File: config.mk
export PLATFORM = sky130hd
export DESIGN_NAME = airi5c_dmem_bram_ctrl_flat
export DESIGN_NICKNAME = d
export VERILOG_FILES = /design/src/rtl/airi5c_dmem_bram_ctrl_if.sv /design/src/rtl/airi5c_dmem_bram_ctrl.sv /design/src/flat_wrapper.sv
export SDC_FILE = /design/constraint.sdc
export NUM_CORES = 1
export LEC_CHECK = 0
export CORE_ASPECT_RATIO = 1.2
export CORE_MARGIN = 2
export CORE_UTILIZATION = 30
export DETAILED_ROUTE_END_ITERATION = 10
export GPL_TIMING_DRIVEN = 0
export PLACE_DENSITY = 0.81
export SLEW_MARGIN = 20
export SYNTH_ARGS = -nofsm -noshare
export SYNTH_HDL_FRONTEND = slang
export SYNTH_SLANG_ARGS = --single-unit
File: constraint.sdc
create_clock -name clk -period 2 [get_ports clk]
set_input_delay 0.4 -clock clk [delete_from_list [all_inputs] [get_ports clk]]
set_output_delay 0.4 -clock clk [all_outputs]
set_load 0.03 [all_outputs]
File: src/rtl/airi5c_dmem_bram_ctrl_if.sv
// AHB-Lite (HASTI) data-memory bus between the core's dmem master and the BRAM controller.
interface airi5c_dmem_bram_ctrl_if;
   logic [31:0] haddr;
   logic        hwrite;
   logic [2:0]  hsize;
   logic [2:0]  hburst;
   logic        hmastlock;
   logic [3:0]  hprot;
   logic [1:0]  htrans;
   logic [31:0] hwdata;
   logic [31:0] hrdata;
   logic        hready;
   logic        hresp;

   modport master (
      output haddr, hwrite, hsize, hburst, hmastlock, hprot, htrans, hwdata,
      input  hrdata, hready, hresp
   );

   modport slave (
      input  haddr, hwrite, hsize, hburst, hmastlock, hprot, htrans, hwdata,
      output hrdata, hready, hresp
   );
endinterface

File: src/rtl/airi5c_dmem_bram_ctrl.sv
// AHB-Lite slave bridging the core data port to one port of a synchronous single-port BRAM.
//
// state | meaning
// IDLE  | no data phase pending
// RD    | read data phase, BRAM output returned on hrdata
// WR    | write data phase, BRAM written this cycle; stalls a following read
// WRH   | write done after a stall, held read address issued to the BRAM
// ERR1  | first ERROR cycle (hready low)
// ERR2  | second ERROR cycle (hready high, next transfer accepted)
module airi5c_dmem_bram_ctrl #(
   parameter logic [31:0] BASE_ADDR = 32'h8000_0000,
   parameter logic [31:0] BASE_MASK = 32'hC000_0000,
   parameter int          MEM_AW    = 19
) (
   input  logic                  clk,
   input  logic                  reset,
   airi5c_dmem_bram_ctrl_if.slave bus,
   output logic                  bram_en,
   output logic [3:0]            bram_we,
   output logic [MEM_AW-1:0]     bram_addr,
   output logic [31:0]           bram_wdata,
   input  logic [31:0]           bram_rdata
);

   typedef enum logic [2:0] {
      S_IDLE = 3'd0,
      S_RD   = 3'd1,
      S_WR   = 3'd2,
      S_WRH  = 3'd3,
      S_ERR1 = 3'd4,
      S_ERR2 = 3'd5
   } st_t;

   st_t               st, st_nxt;
   logic [MEM_AW-1:0] addr_q;
   logic [3:0]        mask_q;

   logic              trans_act;
   logic              bad;
   logic              rd_req;
   logic              accept;
   logic [3:0]        mask;
   logic              rdy;
   logic              resp;
   logic [31:0]       rdata;

   always_comb begin
      trans_act = bus.htrans[1];
      bad = ((bus.haddr & BASE_MASK) != BASE_ADDR)
         || (bus.hsize > 3'd2)
         || ((bus.hsize == 3'd1) && bus.haddr[0])
         || ((bus.hsize == 3'd2) && (bus.haddr[1:0] != 2'b00));
      rd_req = trans_act && !bus.hwrite && !bad;
      case (bus.hsize)
         3'd0:    mask = 4'b0001 << bus.haddr[1:0];
         3'd1:    mask = 4'b0011 << bus.haddr[1:0];
         default: mask = 4'b1111;
      endcase
   end

   always_comb begin
      rdy        = 1'b1;
      resp       = 1'b0;
      rdata      = 32'h0;
      bram_en    = 1'b0;
      bram_we    = 4'b0000;
      bram_addr  = bus.haddr[MEM_AW+1:2];
      bram_wdata = bus.hwdata;
      st_nxt     = st;

      case (st)
         S_RD: rdata = bram_rdata;
         S_WR: begin
            bram_en   = 1'b1;
            bram_we   = mask_q;
            bram_addr = addr_q;
            // The port is busy with the write, so a read must wait one cycle.
            if (rd_req) rdy = 1'b0;
         end
         S_ERR1: begin
            rdy  = 1'b0;
            resp = 1'b1;
         end
         S_ERR2: resp = 1'b1;
         default: ;
      endcase

      accept = rdy && trans_act;
      if (accept && rd_req) bram_en = 1'b1;

      if (st == S_ERR1)  st_nxt = S_ERR2;
      else if (!rdy)     st_nxt = S_WRH;
      else if (!accept)  st_nxt = S_IDLE;
      else if (bad)      st_nxt = S_ERR1;
      else if (bus.hwrite) st_nxt = S_WR;
      else               st_nxt = S_RD;
   end

   assign bus.hready = rdy;
   assign bus.hresp  = resp;
   assign bus.hrdata = rdata;

   always_ff @(posedge clk) begin
      if (reset) begin
         st     <= S_IDLE;
         addr_q <= '0;
         mask_q <= 4'b0000;
      end else begin
         st <= st_nxt;
         if (accept && !bad) begin
            addr_q <= bus.haddr[MEM_AW+1:2];
            mask_q <= mask;
         end
      end
   end

endmodule

File: src/flat_wrapper.sv
// flat-port wrapper written by rule: the top's interface ports become plain ports
module airi5c_dmem_bram_ctrl_flat 
#(
   parameter logic [31:0] BASE_ADDR = 32'h8000_0000,
   parameter logic [31:0] BASE_MASK = 32'hC000_0000,
   parameter int          MEM_AW    = 19
)
  (clk, reset, bram_en, bram_we, bram_addr, bram_wdata, bram_rdata, bus_haddr, bus_hwrite, bus_hsize, bus_hburst, bus_hmastlock, bus_hprot, bus_htrans, bus_hwdata, bus_hrdata, bus_hready, bus_hresp);
  airi5c_dmem_bram_ctrl_if bus_i ();
  input  logic clk;
  input  logic reset;
  output logic bram_en;
  output logic [3:0] bram_we;
  output logic [MEM_AW-1:0] bram_addr;
  output logic [31:0] bram_wdata;
  input  logic [31:0] bram_rdata;
  input wire logic [$bits(bus_i.haddr)-1:0] bus_haddr;
  input wire logic [$bits(bus_i.hwrite)-1:0] bus_hwrite;
  input wire logic [$bits(bus_i.hsize)-1:0] bus_hsize;
  input wire logic [$bits(bus_i.hburst)-1:0] bus_hburst;
  input wire logic [$bits(bus_i.hmastlock)-1:0] bus_hmastlock;
  input wire logic [$bits(bus_i.hprot)-1:0] bus_hprot;
  input wire logic [$bits(bus_i.htrans)-1:0] bus_htrans;
  input wire logic [$bits(bus_i.hwdata)-1:0] bus_hwdata;
  output wire logic [$bits(bus_i.hrdata)-1:0] bus_hrdata;
  output wire logic [$bits(bus_i.hready)-1:0] bus_hready;
  output wire logic [$bits(bus_i.hresp)-1:0] bus_hresp;
  assign bus_i.haddr = bus_haddr;
  assign bus_i.hwrite = bus_hwrite;
  assign bus_i.hsize = bus_hsize;
  assign bus_i.hburst = bus_hburst;
  assign bus_i.hmastlock = bus_hmastlock;
  assign bus_i.hprot = bus_hprot;
  assign bus_i.htrans = bus_htrans;
  assign bus_i.hwdata = bus_hwdata;
  assign bus_hrdata = bus_i.hrdata;
  assign bus_hready = bus_i.hready;
  assign bus_hresp = bus_i.hresp;
  airi5c_dmem_bram_ctrl #(.BASE_ADDR(BASE_ADDR), .BASE_MASK(BASE_MASK), .MEM_AW(MEM_AW)) u_core (.clk(clk), .reset(reset), .bus(bus_i), .bram_en(bram_en), .bram_we(bram_we), .bram_addr(bram_addr), .bram_wdata(bram_wdata), .bram_rdata(bram_rdata));
endmodule
==> reports/qor.yml, run 1 <==
synth_most_common_cell: "nand2b_1"
yosys_warnings: 0
finalHoldViolations: 0
synth_common_cells: "38 x nand2b_1, 36 x and2_1, 32 x buf_4"
grt-ovfl-total: 0
postSynth.asyncResetShare_pct: 0
grt_max_degree: 15
power.leakage_nw: 1.68
finalCritPeriodShare_pct: 103
avgSynthCellArea_um2: 8.98
grt_pass1_wl_mm: 9.97
synth_edf_count: 0
dp.cells: 456
period_needed_ns: 2.06
drt_pass1_iterations: 4
htree_levels: 1
wl_per_cell_um: 13.5
grt_antenna_before_repair: 0
r2r-end: "u_core.mask_q[1]"
setup_ws_ns: -0.0621
syn_inst: 221
setup_viol: 14
synth_ff_type: "dfxtp_1"
p_per_area_nw_per_um2: 393
synth.area.top_cells: "dfxtp_1 26%, mux2_2 13%, buf_4 12%"
cts_sinks: 26
via_per_inst: 4.41
clk_path_buf_depth: 2
path_max_fanout: 6
syn_nets: 333
final_antenna_net_count: 0
hp-start: "u_core.addr_q[11]"
hold_buffers: 0
hpwl_mm: 5.09
cts_buffers: 3
synth_top_cell_area_share_pct: 26.2
drv_slew: 0
maxCapViolCount: 0
hold-worst-slack_ns: 0.475
io_buffers: 150
ys_seq_elements: 26
start_util_pct: 31.0
io_pins: 202
grt.total_usage_pct: 16.8
synth_top_family_by_area: "simple AND/OR/NAND/NOR gates"
area_growth_pct: 91.4
final_cells: 475
core-area_um2: 6410
startpoint: "u_core.st[1]"
place.gp.congestion: 0.794
syn_area_um2: 1990
die_w_um: 78.3
synth-simple-area-share_pct: 28.9
rows: 32
die_h_um: 93.1
start_kind: "flip-flop"
clk_latency_ns: 0.27
clockRootBuffer: "clkbuf_8"
cts_tree: "done"
min_to: "u_core.addr_q[11]"
hold-path-cell-count: 2
drtIter0Drc: 32
status: "complete, but fails checks"
cp.arrival_ns: 1.66
synth_xor_area_share_pct: 0
holdCritPathClass: "flip-flop to flip-flop"
synthMuxAreaShare_pct: 23.4
layout.nets: 503
crit_type: "flip-flop to output port"
yosys.cell_types.count: 29
r2r_slack_ns: 0.24
rsz0062_at_grt: "true"
drive_above_1_share_pct: 38.5
drc: 0
antennaDiodeCount: 0
r2r-start: "u_core.st[1]"
endpoint_kind: "output port"
yosys.area.top_type: "dfxtp_1"
ys_seq_area_share_pct: 26.2
vdd_drop_max_v: 0.000257
vias: 2093
final_util_pct: 59.3
wirelength_mm: 6.43
max_slew_margin_pct: 74.3
max_freq_mhz: 485
reg2regPathDepth: 7
synth_compound_area_share_pct: 5.67
first_global_vias: 2115
clkTransAtPathRegs_ns: 0.09
violations: "setup timing"
required_ns: 1.60
fp.dieArea_um2: 7290
synth_adder_area_share_pct: 0
tightest_slew_ns: 0.385
fin_worst_skew_ns: 0.00133
[cells by family after synthesis]
kind of cell / Yosys count
buffers and inverters: 46
multiplexers: 43
AO/OA/AOI/OAI: 15
AND/OR/NAND/NOR: 91
flip-flops: 26
[repair_timing]
| item | 4_1_cts | 5_1_grt |
|---|---|---|
| gates resized for setup | 322 | 84 |
| buffers inserted | 12 | 4 |
| pin swaps | 4 | 0 |
| setup endpoints to repair | 57 | 45 |
[state kept, by name (all words and copies together), names as in the netlist]
register,count
u_core.mask_q,4
u_core.st,3
u_core.addr_q,19
[per-stage QoR]
| stage | instance area (um2) | setup TNS (ns) | power (mW) | setup WS (ns) |
|---|---|---|---|---|
| after floorplan | 1990 | 0 | 0.859 | 0.218 |
| after global placement | 3590 | -23.54 | 1.15 | -0.637 |
| after detailed placement | 3590 | -26.88 | 1.16 | -0.671 |
| after CTS | 3580 | -1.66 | 1.48 | -0.123 |
| after global routing | 3800 | -1.50 | 1.56 | -0.113 |
| final | 3800 | -0.509 | 1.49 | -0.0621 |
[per-layer routing]
| metal | up-vias | global-route usage, % | routed length [um] |
|---|---|---|---|
| met5 | - | 0 | 0 |
| met4 | 0 | 3.65 | 92 |
| met3 | 8 | 5.12 | 573 |
| met2 | 114 | 32.5 | 3370 |
| met1 | 942 | 17.6 | 2390 |
| li1 | 1029 | - | - |
[critical path: stages (launching register included)]
cell and delay, ns:
dfxtp_4 0.38, nor3b_4 0.20, buf_6 0.16, buf_6 0.11, buf_6 0.10, mux2_4 0.30
buf_6 0.14
[power breakdown]
group / switching (mW) / internal (mW) / leakage, nW
registers: 0.00769 / 0.524 / 0.212
clock network: 0.167 / 0.176 / 0.0288
logic: 0.286 / 0.332 / 1.44
total: 0.461 / 1.03 / 1.68
[how the worst max path moves through the flow]
stage	endpoint	slack, ns	cells after the start
after CTS	bram_addr[12]	-0.12	5
after floorplan	bram_addr[10]	0.22	4
after detailed placement	bram_en	-0.67	5
final	bram_addr[3]	-0.06	6
after global routing	bram_addr[3]	-0.11	6
after global placement	bram_en	-0.64	5
[final cells by class]
class / instances / area, um2
Clock buffer: 4 / 55.1
Tap cell: 85 / 106
Buffer: 45 / 367
Fill cell: 598 / 2610
Inverter: 1 / 3.75
Multi-Input combinational cell: 149 / 1230
Sequential cell: 26 / 529
Timing Repair Buffer: 165 / 1510
[placed cells by master, fill, tap and decap left out, types with 2 or more instances in the layout]
cell type,netlist,routed
nor3b_4,0,3
dlygate4sd2_1,0,8
buf_6,1,31
clkbuf_8,0,6
o21ai_0,2,2
buf_8,1,2
mux2_2,23,11
clkbuf_1,8,5
clkdlybuf4s15_1,0,2
a21oi_1,7,6
mux2i_1,19,19
buf_4,32,46
nand2b_1,38,38
nor2b_1,6,6
dfxtp_4,0,2
dfxtp_1,26,23
clkdlybuf4s50_1,0,85
and2_1,36,36
mux2_4,1,13
nor2_1,3,3
clkbuf_4,0,3
buf_2,3,25
No activity file was read; power rests on OpenSTA's default activity.
==> run 2, diff against run 1 <==
- CTS_BUF_LIST: unset -> sky130_fd_sc_hd__clkbuf_2
- RECOVER_POWER: unset -> 25
==> reports/qor.yml, run 2 (synthesis gave the netlist of run 1 again) <==
first_global_vias: 2268  # was 2115
antennaDiodeCount: 0  # unchanged
clk_path_buf_depth: 2  # unchanged
hpwl_mm: 5.09  # unchanged
holdCritPathClass: "flip-flop to flip-flop"  # unchanged
start_util_pct: 31.0  # unchanged
final_util_pct: 65.8  # was 59.3%
hold-worst-slack_ns: 0.491  # was 0.475 ns
status: "complete, but fails checks"  # unchanged
htree_levels: 1  # unchanged
maxCapViolCount: 0  # unchanged
io_buffers: 150  # unchanged
core-area_um2: 6410  # unchanged
violations: "setup timing"  # unchanged
area_growth_pct: 112  # was 91.4%
rows: 32  # unchanged
fin_worst_skew_ns: 0.00458  # was 0.00133 ns
tightest_slew_ns: 0.386  # was 0.385 ns
max_slew_margin_pct: 74.3  # about the same
vdd_drop_max_v: 0.000200  # was 0.000257 V
drv_slew: 0  # unchanged
die_w_um: 78.3  # unchanged
fp.dieArea_um2: 7290  # unchanged
clkTransAtPathRegs_ns: 0.25  # was 0.09 ns
largest_reg_flops: 19  # unchanged
layout_commonest_cell: "clkdlybuf4s50_1"  # unchanged
setup_viol: 56  # was 14
power.leakage_nw: 1.83  # was 1.68 nW
regArea_um2: 532  # was 529 um2
slowest_stage: "dlygate4sd3_1"  # was dfxtp_4
drive_above_1_share_pct: 49.8  # was 38.5%
rsz0062_at_grt: "true"  # unchanged
clk_latency_ns: 0.36  # was 0.27 ns
wirelength_mm: 6.85  # was 6.43 mm
start_kind: "primary input"  # was flip-flop
preCtsSetupSlack_ns: -0.671  # unchanged
grt.total_usage_pct: 18.4  # was 16.8%
cp.arrival_ns: 1.82  # was 1.66 ns
vias: 2148  # was 2093
finalHoldViolations: 0  # unchanged
grt_antenna_before_repair: 0  # unchanged
cts_tree: "done"  # unchanged
layout.nets: 513  # was 503
finalCritPeriodShare_pct: 111  # was 103%
p_per_area_nw_per_um2: 342  # was 393 nW/um2
p_total_mw: 1.44  # was 1.49 mW
required_ns: 1.60  # about the same
io_pins: 202  # unchanged
fillers: 524  # was 598
grt-ovfl-total: 0  # unchanged
wl_per_cell_um: 14.1  # was 13.5 um
path_max_fanout: 5  # was 6
reg.largest.list: "u_core.addr_q (19), u_core.mask_q (4), u_core.st (3)"  # unchanged
cts_sinks: 26  # unchanged
endpoint_kind: "output port"  # unchanged
die_h_um: 93.1  # unchanged
multi_input_area_um2: 1350  # was 1230 um2
clockRootBuffer: "clkbuf_2"  # was clkbuf_8
top_register: "u_core.addr_q"  # unchanged
drt_pass1_iterations: 4  # unchanged
hold_buffers: 0  # unchanged
period_needed_ns: 2.22  # was 2.06 ns
final_antenna_net_count: 0  # unchanged
crit_type: "primary input to output port"  # was flip-flop to output port
drtIter0Drc: 33  # was 32
final_cell_mix: "75 x clkdlybuf4s50_1, 70 x buf_6, 42 x buf_4"  # was 85 x clkdlybuf4s50_1, 46 x buf_4, 38 x nand2b_1
path_cells: "dlygate4sd3_1, nor3_1, o2111a_1, a21o_1, buf_6"  # was nor3b_4, buf_6, buf_6, buf_6, mux2_4, buf_6
via_per_inst: 4.43  # was 4.41
drc: 0  # unchanged
cpPeakStageDelay_ns: 0.59  # was 0.38 ns
setup_ws_ns: -0.224  # was -0.0621 ns
max_freq_mhz: 450  # was 485 MHz
grt_pass1_wl_mm: 10.8  # was 9.97 mm
place.gp.congestion: 0.794  # unchanged
cts_buffers: 3  # unchanged
grt_max_degree: 15  # unchanged
## run 2: cell types whose count changed in the layout (fill, tap and decap cells not counted), sizes merged
cell	delta
buf	+17
clkdlybuf4s50	-10
clkinv	+1
dlygate4sd2	-3
clkdlybuf4s15	-2
clkbuf	-5
dlygate4sd3	+12
## run 2: critical path: cells and delay by family
kind / cells / cell delay [ns]
buffers and inverters: 2 / 0.72
AO/OA/AOI/OAI: 2 / 0.45
AND/OR/NAND/NOR: 1 / 0.25
## run 2: where the power goes
part | switching (mW) | internal [mW] | total, mW
Clock | 0.167 | 0.0434 | 0.211
Sequential | 0.00712 | 0.526 | 0.534
Combinational | 0.305 | 0.390 | 0.695
## run 2: layer usage
| layer | track usage, % | share of wire [%] | vias to the layer above |
|---|---|---|---|
| li1 | - | - | 1048 |
| met1 | 19.2 | 35 | 984 |
| met2 | 35.6 | 55 | 110 |
| met3 | 5.69 | 8.8 | 6 |
| met4 | 4.24 | 1.0 | 0 |
| met5 | 0 | 0 | - |
## run 2: worst paths after layout
path                     startpoint                 to  slack, ns  depth (start not counted)
setup / recovery       bus_haddr[1]            bram_en      -0.22                          5
hold / removal    u_core.addr_q[11]  u_core.addr_q[11]       0.49                          2
setup reg to reg       u_core.st[1]   u_core.mask_q[1]       0.05                          8
hold reg to reg   u_core.addr_q[11]  u_core.addr_q[11]       0.49                          2
## run 2: layout make-up
class	count	share of cell area, %
well taps	85	2.52
multi-input cells	149	31.9
repair buffers	176	43.8
clock inverters	1	0.0891
plain buffers	44	8.55
flip-flops and latches	26	12.6
inverters	1	0.0891
clock buffers	3	0.356
## run 2: timing repair
action | 4_1_cts | 5_1_grt
endpoints found under the setup margin | 58 | 57
gates cloned | 4 | 0
hold endpoints to repair | 0 | 0
buffers inserted | 20 | 6
resized for setup | 490 | 27
pin swaps | 28 | 7
## run 2: per-stage QoR
step / cells / area [um2] / setup TNS [ns]
finish: 485 / 4210 / -4.86
global route: 485 / 4210 / -11.67
CTS: 484 / 4180 / -6.51
detailed placement: 456 / 3590 / -26.88
global placement: 456 / 3590 / -23.54
floorplan: 221 / 1990 / 0
==> run 3, diff against run 2 <==
- CORE_MARGIN: 2 -> 4
==> reports/qor.yml, run 3 (synthesis gave the netlist of run 1 again) <==
hpwl_mm: 5.22  # was 5.09 mm
rsz0062_at_grt: "true"  # unchanged
drtIter0Drc: 33  # unchanged
setup_ws_ns: -0.119  # was -0.224 ns
cpMostUsedCell: "buf_6"
vdd_drop_max_v: 0.000267  # was 0.000200 V
holdCritPathClass: "flip-flop to flip-flop"  # unchanged
power.leakage_nw: 1.82  # was 1.83 nW
finalHoldViolations: 0  # unchanged
p_per_area_nw_per_um2: 377  # was 342 nW/um2
finalCritPeriodShare_pct: 106  # was 111%
final_antenna_net_count: 0  # unchanged
drive_above_1_share_pct: 49.5  # was 49.8%
layout.nets: 511  # was 513
htree_levels: 1  # unchanged
final_cell_mix: "89 x clkdlybuf4s50_1, 70 x buf_6, 40 x buf_4"  # was 75 x clkdlybuf4s50_1, 70 x buf_6, 42 x buf_4
drt_pass1_iterations: 4  # unchanged
via_per_inst: 4.52  # was 4.43
cp.arrival_ns: 1.72  # was 1.82 ns
hp-start: "u_core.addr_q[18]"  # was u_core.addr_q[11]
start_util_pct: 30.8  # was 31.0%
clkTransAtPathRegs_ns: 0.25  # about the same
die_h_um: 97.1  # was 93.1 um
required_ns: 1.60  # about the same
slowest_stage: "dfxtp_4"  # was dlygate4sd3_1
setup_viol: 44  # was 56
grt-ovfl-total: 0  # unchanged
core-area_um2: 6450  # was 6410 um2
start_kind: "flip-flop"  # was primary input
fp.dieArea_um2: 7990  # was 7290 um2
wl_per_cell_um: 15.1  # was 14.1 um
r2r-end: "u_core.mask_q[1]"  # unchanged
max_freq_mhz: 472  # was 450 MHz
reg.largest.list: "u_core.addr_q (19), u_core.mask_q (4), u_core.st (3)"  # unchanged
period_needed_ns: 2.12  # was 2.22 ns
antennaDiodeCount: 0  # unchanged
p_total_mw: 1.59  # was 1.44 mW
grt_antenna_before_repair: 0  # unchanged
area_growth_pct: 112  # about the same
vias: 2181  # was 2148
clk_path_buf_depth: 2  # unchanged
cts_buffers: 3  # unchanged
top_register: "u_core.addr_q"  # unchanged
rows: 32  # unchanged
endpoint_kind: "output port"  # unchanged
grt.total_usage_pct: 17.1  # was 18.4%
grt_pass1_wl_mm: 11.0  # was 10.8 mm
violations: "setup timing"  # unchanged
grt_max_degree: 16  # was 15
place.gp.congestion: 0.815  # was 0.794
max_slew_margin_pct: 71.5  # was 74.3%
cts_sinks: 26  # unchanged
r2r-start: "u_core.st[1]"  # unchanged
io_buffers: 150  # unchanged
largest_reg_flops: 19  # unchanged
min_to: "u_core.addr_q[18]"  # was u_core.addr_q[11]
crit_type: "flip-flop to output port"  # was primary input to output port
drv_slew: 0  # unchanged
path_cells: "nor3b_4, buf_6, buf_8, mux2_4, buf_6"  # was dlygate4sd3_1, nor3_1, o2111a_1, a21o_1, buf_6
drc: 0  # unchanged
path_max_fanout: 7  # was 5
status: "complete, but fails checks"  # unchanged
cpPeakStageDelay_ns: 0.43  # was 0.59 ns
wirelength_mm: 7.28  # was 6.85 mm
hold-path-cell-count: 2  # unchanged
layout_commonest_cell: "clkdlybuf4s50_1"  # unchanged
fin_worst_skew_ns: 0.0159  # was 0.00458 ns
tightest_slew_ns: 0.427  # was 0.386 ns
clockRootBuffer: "clkbuf_2"  # unchanged
cts_tree: "done"  # unchanged
maxCapViolCount: 0  # unchanged
die_w_um: 82.3  # was 78.3 um
r2r_slack_ns: 0.16  # was 0.05 ns
finalSetupTns_ns: -2.82  # was -4.86 ns
first_global_vias: 2352  # was 2268
io_pins: 202  # unchanged
reg2regPathDepth: 8  # unchanged
clk_latency_ns: 0.36  # about the same
[run 3: cell count changes in the layout (fill, tap and decap cells not counted), sizes merged]
cell	previous run	this run
clkdlybuf4s50	75	89
dlygate4sd3	12	0
buf	122	120
dlygate4sd2	5	3
bufinv	0	1
clkbuf	9	8
clkdlybuf4s15	0	1
clkinv	1	0
[run 3: final cells by class]
class	count	area, um2
buffer	44	357
clock inverter	1	30.0
clock buffer	3	15.0
timing repair buffer	174	1830
sequential	26	529
tap	85	106
inverter	1	3.75
fill	496	2230
multi-input combinational	149	1340
[run 3: critical path: cells and delay by family (launching register included)]
| family | cells | cell delay (ns) |
|---|---|---|
| buffers and inverters | 3 | 0.45 |
| DFF | 1 | 0.43 |
| muxes | 1 | 0.31 |
| and+or+nand+nor | 1 | 0.19 |
[run 3: per-layer routing]
metal | wire length (um) | vias to the layer above | track usage [%]
met5 | 0 | - | 0
met4 | 80 | 0 | 2.30
met3 | 691 | 8 | 4.45
met2 | 3970 | 108 | 33.1
met1 | 2530 | 1023 | 18.1
li1 | - | 1042 | -
[run 3: worst max-delay path by stage]
stage	start	depth (start not counted)	endpoint	slack [ns]
2_1_floorplan	u_core.st[1]	4	bram_addr[10]	0.22
3_3_place_gp	bus_haddr[0]	5	bram_en	-0.64
3_5_place_dp	bus_haddr[0]	5	bram_en	-0.66
4_1_cts	u_core.st[0]	6	bram_addr[10]	-0.20
5_1_grt	u_core.st[2]	5	bram_addr[16]	-0.22
6_report	u_core.st[2]	5	bram_addr[15]	-0.12
[run 3: where the power goes]
group,switching (mW),leakage [nW],internal (mW)
Combinational,0.310,1.58,0.401
Sequential,0.00732,0.212,0.528
Clock,0.170,0.0266,0.172
Total,0.488,1.82,1.10
[run 3: through the flow]
stage	utilization (%)	hold slack, ns	area (um2)	cells	setup WS [ns]
floorplan	-	0.445	1990	221	0.218
global placement	55.7	0.454	3590	456	-0.637
detailed placement	55.7	0.465	3590	456	-0.661
CTS	64.0	0.497	4130	480	-0.196
global route	65.3	0.493	4210	483	-0.224
finish	65.3	0.492	4210	483	-0.119
[run 3: what timing repair did]
item / 4_1_cts / 5_1_grt
gates resized for setup: 477 / 35
endpoints found under the setup margin: 58 / 56
setup buffers: 16 / 5
gates cloned: 4 / 0
hold buffers: 0 / 0
pin swaps: 19 / 17
